File: config.mk
export PLATFORM = sky130hd
export DESIGN_NAME = pp_stage_skid
export DESIGN_NICKNAME = d
export VERILOG_FILES = /design/src/rtl/pp_stage_skid.sv
export SDC_FILE = /design/constraint.sdc
export NUM_CORES = 1
export LEC_CHECK = 0
export ABC_AREA = 0
export ABC_CLOCK_PERIOD_IN_PS = 10500
export BUFFER_PORTS_ARGS = -buffer_cell sky130_fd_sc_hd__buf_2
export CAP_MARGIN = 20
export CORE_UTILIZATION = 54
export DETAILED_ROUTE_END_ITERATION = 16
export PLACE_DENSITY_LB_ADDON = 0.25
export SLEW_MARGIN = 40
export SYNTH_ARGS = -nofsm -noshare
export SYNTH_HDL_FRONTEND = slang
export SYNTH_SLANG_ARGS = --single-unit
File: constraint.sdc
create_clock -name clk -period 10.5 [get_ports clk]
set_clock_uncertainty 0.15 [all_clocks]
set_input_delay 1.05 -clock clk [delete_from_list [all_inputs] [get_ports clk]]
set_output_delay 1.05 -clock clk [all_outputs]
set_load 0.005 [all_outputs]
File: src/rtl/pp_stage_skid.sv
// Generic pipeline-stage register with a one-entry skid buffer,
// synchronous flush and a saturating stall-cycle counter.
module pp_stage_skid #(
    parameter int DATA_W = 96,
    parameter int CTRL_W = 16,
    parameter int CNT_W  = 16
) (
    input  logic              clk,
    input  logic              reset,
    input  logic              flush,
    input  logic              inValid,
    output logic              inReady,
    input  logic [DATA_W-1:0] dataIn,
    input  logic [CTRL_W-1:0] ctrlIn,
    output logic              outValid,
    input  logic              outReady,
    output logic [DATA_W-1:0] dataOut,
    output logic [CTRL_W-1:0] ctrlOut,
    output logic [1:0]        occupancy,
    output logic [CNT_W-1:0]  stallCount
);

    // State bits are {skidValid, mainValid}; 2'b10 is never reached legally.
    typedef enum logic [1:0] {
        EMPTY = 2'b00,
        FULL  = 2'b01,
        BAD   = 2'b10,
        SKID  = 2'b11
    } state_t;

    state_t            state;
    logic [DATA_W-1:0] mainData;
    logic [CTRL_W-1:0] mainCtrl;
    logic [DATA_W-1:0] skidData;
    logic [CTRL_W-1:0] skidCtrl;

    logic mainValid;
    logic skidValid;
    logic inFire;
    logic outFire;

    assign mainValid = state[0];
    assign skidValid = state[1];

    // inReady comes straight off the skid flop: no path from outReady.
    assign inReady   = ~skidValid;
    assign outValid  = mainValid;
    assign dataOut   = mainData;
    assign ctrlOut   = mainValid ? mainCtrl : '0;
    assign occupancy = {1'b0, mainValid} + {1'b0, skidValid};

    assign inFire  = inValid & inReady;
    assign outFire = outValid & outReady;

    always_ff @(posedge clk or posedge reset) begin
        if (reset) begin
            state    <= EMPTY;
            mainData <= '0;
            mainCtrl <= '0;
            skidData <= '0;
            skidCtrl <= '0;
        end else if (flush) begin
            state    <= EMPTY;
            mainCtrl <= '0;
            skidCtrl <= '0;
        end else begin
            unique case (state)
                EMPTY: begin
                    if (inFire) begin
                        state    <= FULL;
                        mainData <= dataIn;
                        mainCtrl <= ctrlIn;
                    end
                end
                FULL: begin
                    if (inFire && outFire) begin
                        mainData <= dataIn;
                        mainCtrl <= ctrlIn;
                    end else if (outFire) begin
                        state <= EMPTY;
                    end else if (inFire) begin
                        state    <= SKID;
                        skidData <= dataIn;
                        skidCtrl <= ctrlIn;
                    end
                end
                SKID: begin
                    if (outFire) begin
                        state    <= FULL;
                        mainData <= skidData;
                        mainCtrl <= skidCtrl;
                        skidCtrl <= '0;
                    end
                end
                default: begin
                    state    <= EMPTY;
                    mainCtrl <= '0;
                    skidCtrl <= '0;
                end
            endcase
        end
    end

    // Flush deliberately leaves the counter alone.
    always_ff @(posedge clk or posedge reset) begin
        if (reset) begin
            stallCount <= '0;
        end else if (outValid && !outReady && (stallCount != '1)) begin
            stallCount <= stallCount + 1'b1;
        end
    end

endmodule

==> results.json <==
{
  "syn_nets": 990,
  "drtAntennaViolNets": 0,
  "internal_power_mw": 2.40,
  "cp.required_ps": 10740,
  "critPathLaunchType": "flop",
  "worst_pin_slew_ps": 791,
  "cp_cell_sequence": "inv_1, ha_1, or2_1, a22o_1, or3_4, buf_12, buf_4, buf_12, nand2_1, o21ai_0",
  "seq_area_frac_synth": 0.589,
  "vias_per_cell": 5.37,
  "core_sq_mm": 0.0187,
  "combPwrFrac": 0.277,
  "synth_cell_types": 32,
  "setup_tns_ps": 0,
  "cp_data_arrival_time_ps": 3780,
  "cts_buffer_depth": 3,
  "fp.dieArea_sq_mm": 0.0196,
  "multi_input_area_sq_mm": 0.00399,
  "wl_mm": 22.4,
  "firstDrtPassIters": 5,
  "cts_resized": 0,
  "drive_gt1_frac": 0.361,
  "seqCellArea_sq_mm": 0.00606,
  "cts_setup_buffers": 0,
  "ys_seq_elements": 242,
  "layout_min_cycle_time_ps": 3540,
  "place.gp.congestion": 0.826,
  "antenna_found_initial": 4,
  "cts_buffers": 25,
  "clk_pin_slew_ps": 60,
  "hold_buffers": 0,
  "clk_latency_ps": 510,
  "setup_viol": 0,
  "p_leak_nw": 5.98,
  "dp_hpwl_mm": 14.9,
  "synth_area_sq_mm": 0.0103,
  "drc": 0,
  "swShare": 0.307,
  "crit_top_cell": "buf_12",
  "rsz0062_at_grt": "no",
  "hold_class": "flop to flop",
  "final_nets": 1219,
  "vias": 7259,
  "dieWidth_microns": 140,
  "chipHeight_microns": 140,
  "num_rows": 50,
  "cts-htree-levels": 1,
  "yosysWarnings": 0,
  "slowest_stage": "dfrtp_1",
  "status": "completed",
  "grt_usage": 0.232,
  "worst-setup-path-type": "flop to flop",
  "synth_edf_count": 0,
  "n_fill_cell": 1458,
  "endpoint_kind": "flop",
  "power_frac_seq": 0.450,
  "p_total_mw": 3.47,
  "start_util": 0.550,
  "ioPinCount": 249,
  "cts_root_buf": "clkbuf_16",
  "first_iter_violations": 249,
  "fmax_mhz": 283,
  "numPortBuffers": 248,
  "slowest_delay_ps": 770,
  "syn_inst": 868,
  "p_sw_mw": 1.07,
  "maxCapViolations": 0,
  "crit_path_max_fanout": 53,
  "power.clock.fraction": 0.273,
  "wl_per_cell_microns": 16.6,
  "cts_tree": "done",
  "clock_sinks": 242,
  "grt_pass1_wl_mm": 36.5,
  "grt_pass1_vias": 7240,
  "synthArstFlopShare": 1.00,
  "area_growth_pct": 22.8,
  "ir_drop_mv": 0.186,
  "hold_viol_final": 0,
  "slew_viol_final": 0,
  "p_per_area_mw_per_mm2": 275,
  "grt_start_max_net_pins": 113,
  "grt.overflow.total": 0,
  "avgSynthCellArea_sq_um": 11.8,
  "fin_crit_sh": 0.337,
  "relSlewSlack": 0.473,
  "synth_flop_cell": "dfrtp_1"
}
==> state kept, by name, summed over array words and instances (netlist names) <==
name	count
stallCount	16
skidData	96
mainCtrl	16
skidCtrl	16
state	2
dataOut	96
==> final timing paths <==
| path | start | end | slack [ps] | depth (start not counted) |
|---|---|---|---|---|
| worst max-delay path | state[0]$_DFFE_PP0P_ | dataOut[32]$_DFFE_PP0P_ | 6960 | 10 |
| worst min-delay path | dataOut[71]$_DFFE_PP0P_ | dataOut[71]$_DFFE_PP0P_ | 320 | 2 |
| worst max register to register | state[0]$_DFFE_PP0P_ | dataOut[32]$_DFFE_PP0P_ | 6960 | 10 |
| worst min register to register | dataOut[71]$_DFFE_PP0P_ | dataOut[71]$_DFFE_PP0P_ | 320 | 2 |
| max in group asynchronous | reset | mainCtrl[10]$_DFFE_PP0P_ | 8700 | 3 |
| min in group asynchronous | reset | dataOut[35]$_DFFE_PP0P_ | 460 | 2 |
==> placed cells by master (no fill, tap or decap), drive strengths merged, types with 2 or more instances in the layout <==
cell type and n:
nor2 2, a21oi 4, nor2b 2, buf 258, mux2 97, xnor2 11
nand2 151, dfrtp 242, nand2b 3, nand3 7, mux2i 96, and4 4
clkinv 6, and2 17, clkinvlp 2, bufinv 5, or2 2, a22oi 17
clkbuf 33, o21ai 129, nand4 3, ha 5, and3 4, xor2 5
or3 2, inv 4
==> kinds of logic (layout without fill, tap and decap cells) <==
logic type,count (synthesis),in the layout,synth area share
other,0,1,0
AND/OR/NAND/NOR,197,197,0.0827
buffers and inverters,60,308,0.0272
AO/OA/AOI/OAI,155,155,0.0819
XOR/XNOR,16,16,0.0136
flip-flops,242,242,0.589
multiplexers,193,193,0.200
adder cells (fa/ha/maj),5,5,0.00608
==> cell usage after synthesis, types with 3 or more instances <==
library cell	n	share of area
a21oi_1	4	0.0019
a22oi_1	17	0.012
and2_1	17	0.010
and3_1	4	0.0024
and4_1	4	0.0034
buf_1	3	0.0011
buf_2	14	0.0068
buf_6	4	0.0044
clkbuf_1	33	0.012
dfrtp_1	242	0.59
ha_1	5	0.0061
inv_1	4	0.0015
mux2_2	97	0.11
mux2i_1	96	0.093
nand2_1	151	0.055
nand2b_1	3	0.0018
nand3_1	7	0.0034
nand4_1	3	0.0018
o21ai_0	109	0.053
o21ai_1	20	0.0097
xnor2_1	11	0.0094
xor2_1	5	0.0043
==> power by group through the flow <==
stage	clock (mW)	sequential, mW	combinational [mW]
after CTS	0.964	1.56	0.972
after detailed placement	0	1.57	0.971
final	0.946	1.56	0.962
after global routing	1.00	1.61	1.08
after global placement	0	1.55	0.915
after floorplan	0	1.54	0.601
==> cell type report <==
class                           count  area share
Clock inverter                     13      0.0157
Tap cell                          234      0.0232
Inverter                            4     0.00218
Multi-Input combinational cell    566       0.316
Clock buffer                       33      0.0543
Sequential cell                   242       0.479
Antenna cell                        1    0.000198
Timing Repair Buffer              258       0.109
==> critical path: cells and delay by family (launching register included) <==
kind | cells | cell delay (ps)
AOI/OAI and AO/OA | 2 | 410
adders and majority gates | 1 | 260
buffers and inverters | 4 | 870
DFF | 1 | 770
and+or+nand+nor | 3 | 900
==> routing by layer <==
metal	vias to the layer above	part of all wire	global-route usage
met5	-	0.0018	0
met4	6	0.022	0.0636
met3	40	0.073	0.0650
met2	214	0.48	0.380
met1	3539	0.43	0.303
li1	3460	-	-
==> through the flow <==
step / area, sq um / std cells / worst slack, ps / hold slack (ps) / util
5_1_grt: 12600 / 1350 / 6670 / 339 / 0.675
4_1_cts: 12600 / 1349 / 6940 / 327 / 0.674
3_3_place_gp: 11600 / 1300 / 6330 / 304 / 0.622
3_5_place_dp: 11700 / 1303 / 6960 / 313 / 0.626
2_1_floorplan: 10300 / 868 / 2660 / 292 / -
6_report: 12600 / 1351 / 6960 / 322 / 0.675
No activity file was read; power rests on OpenSTA's default activity.
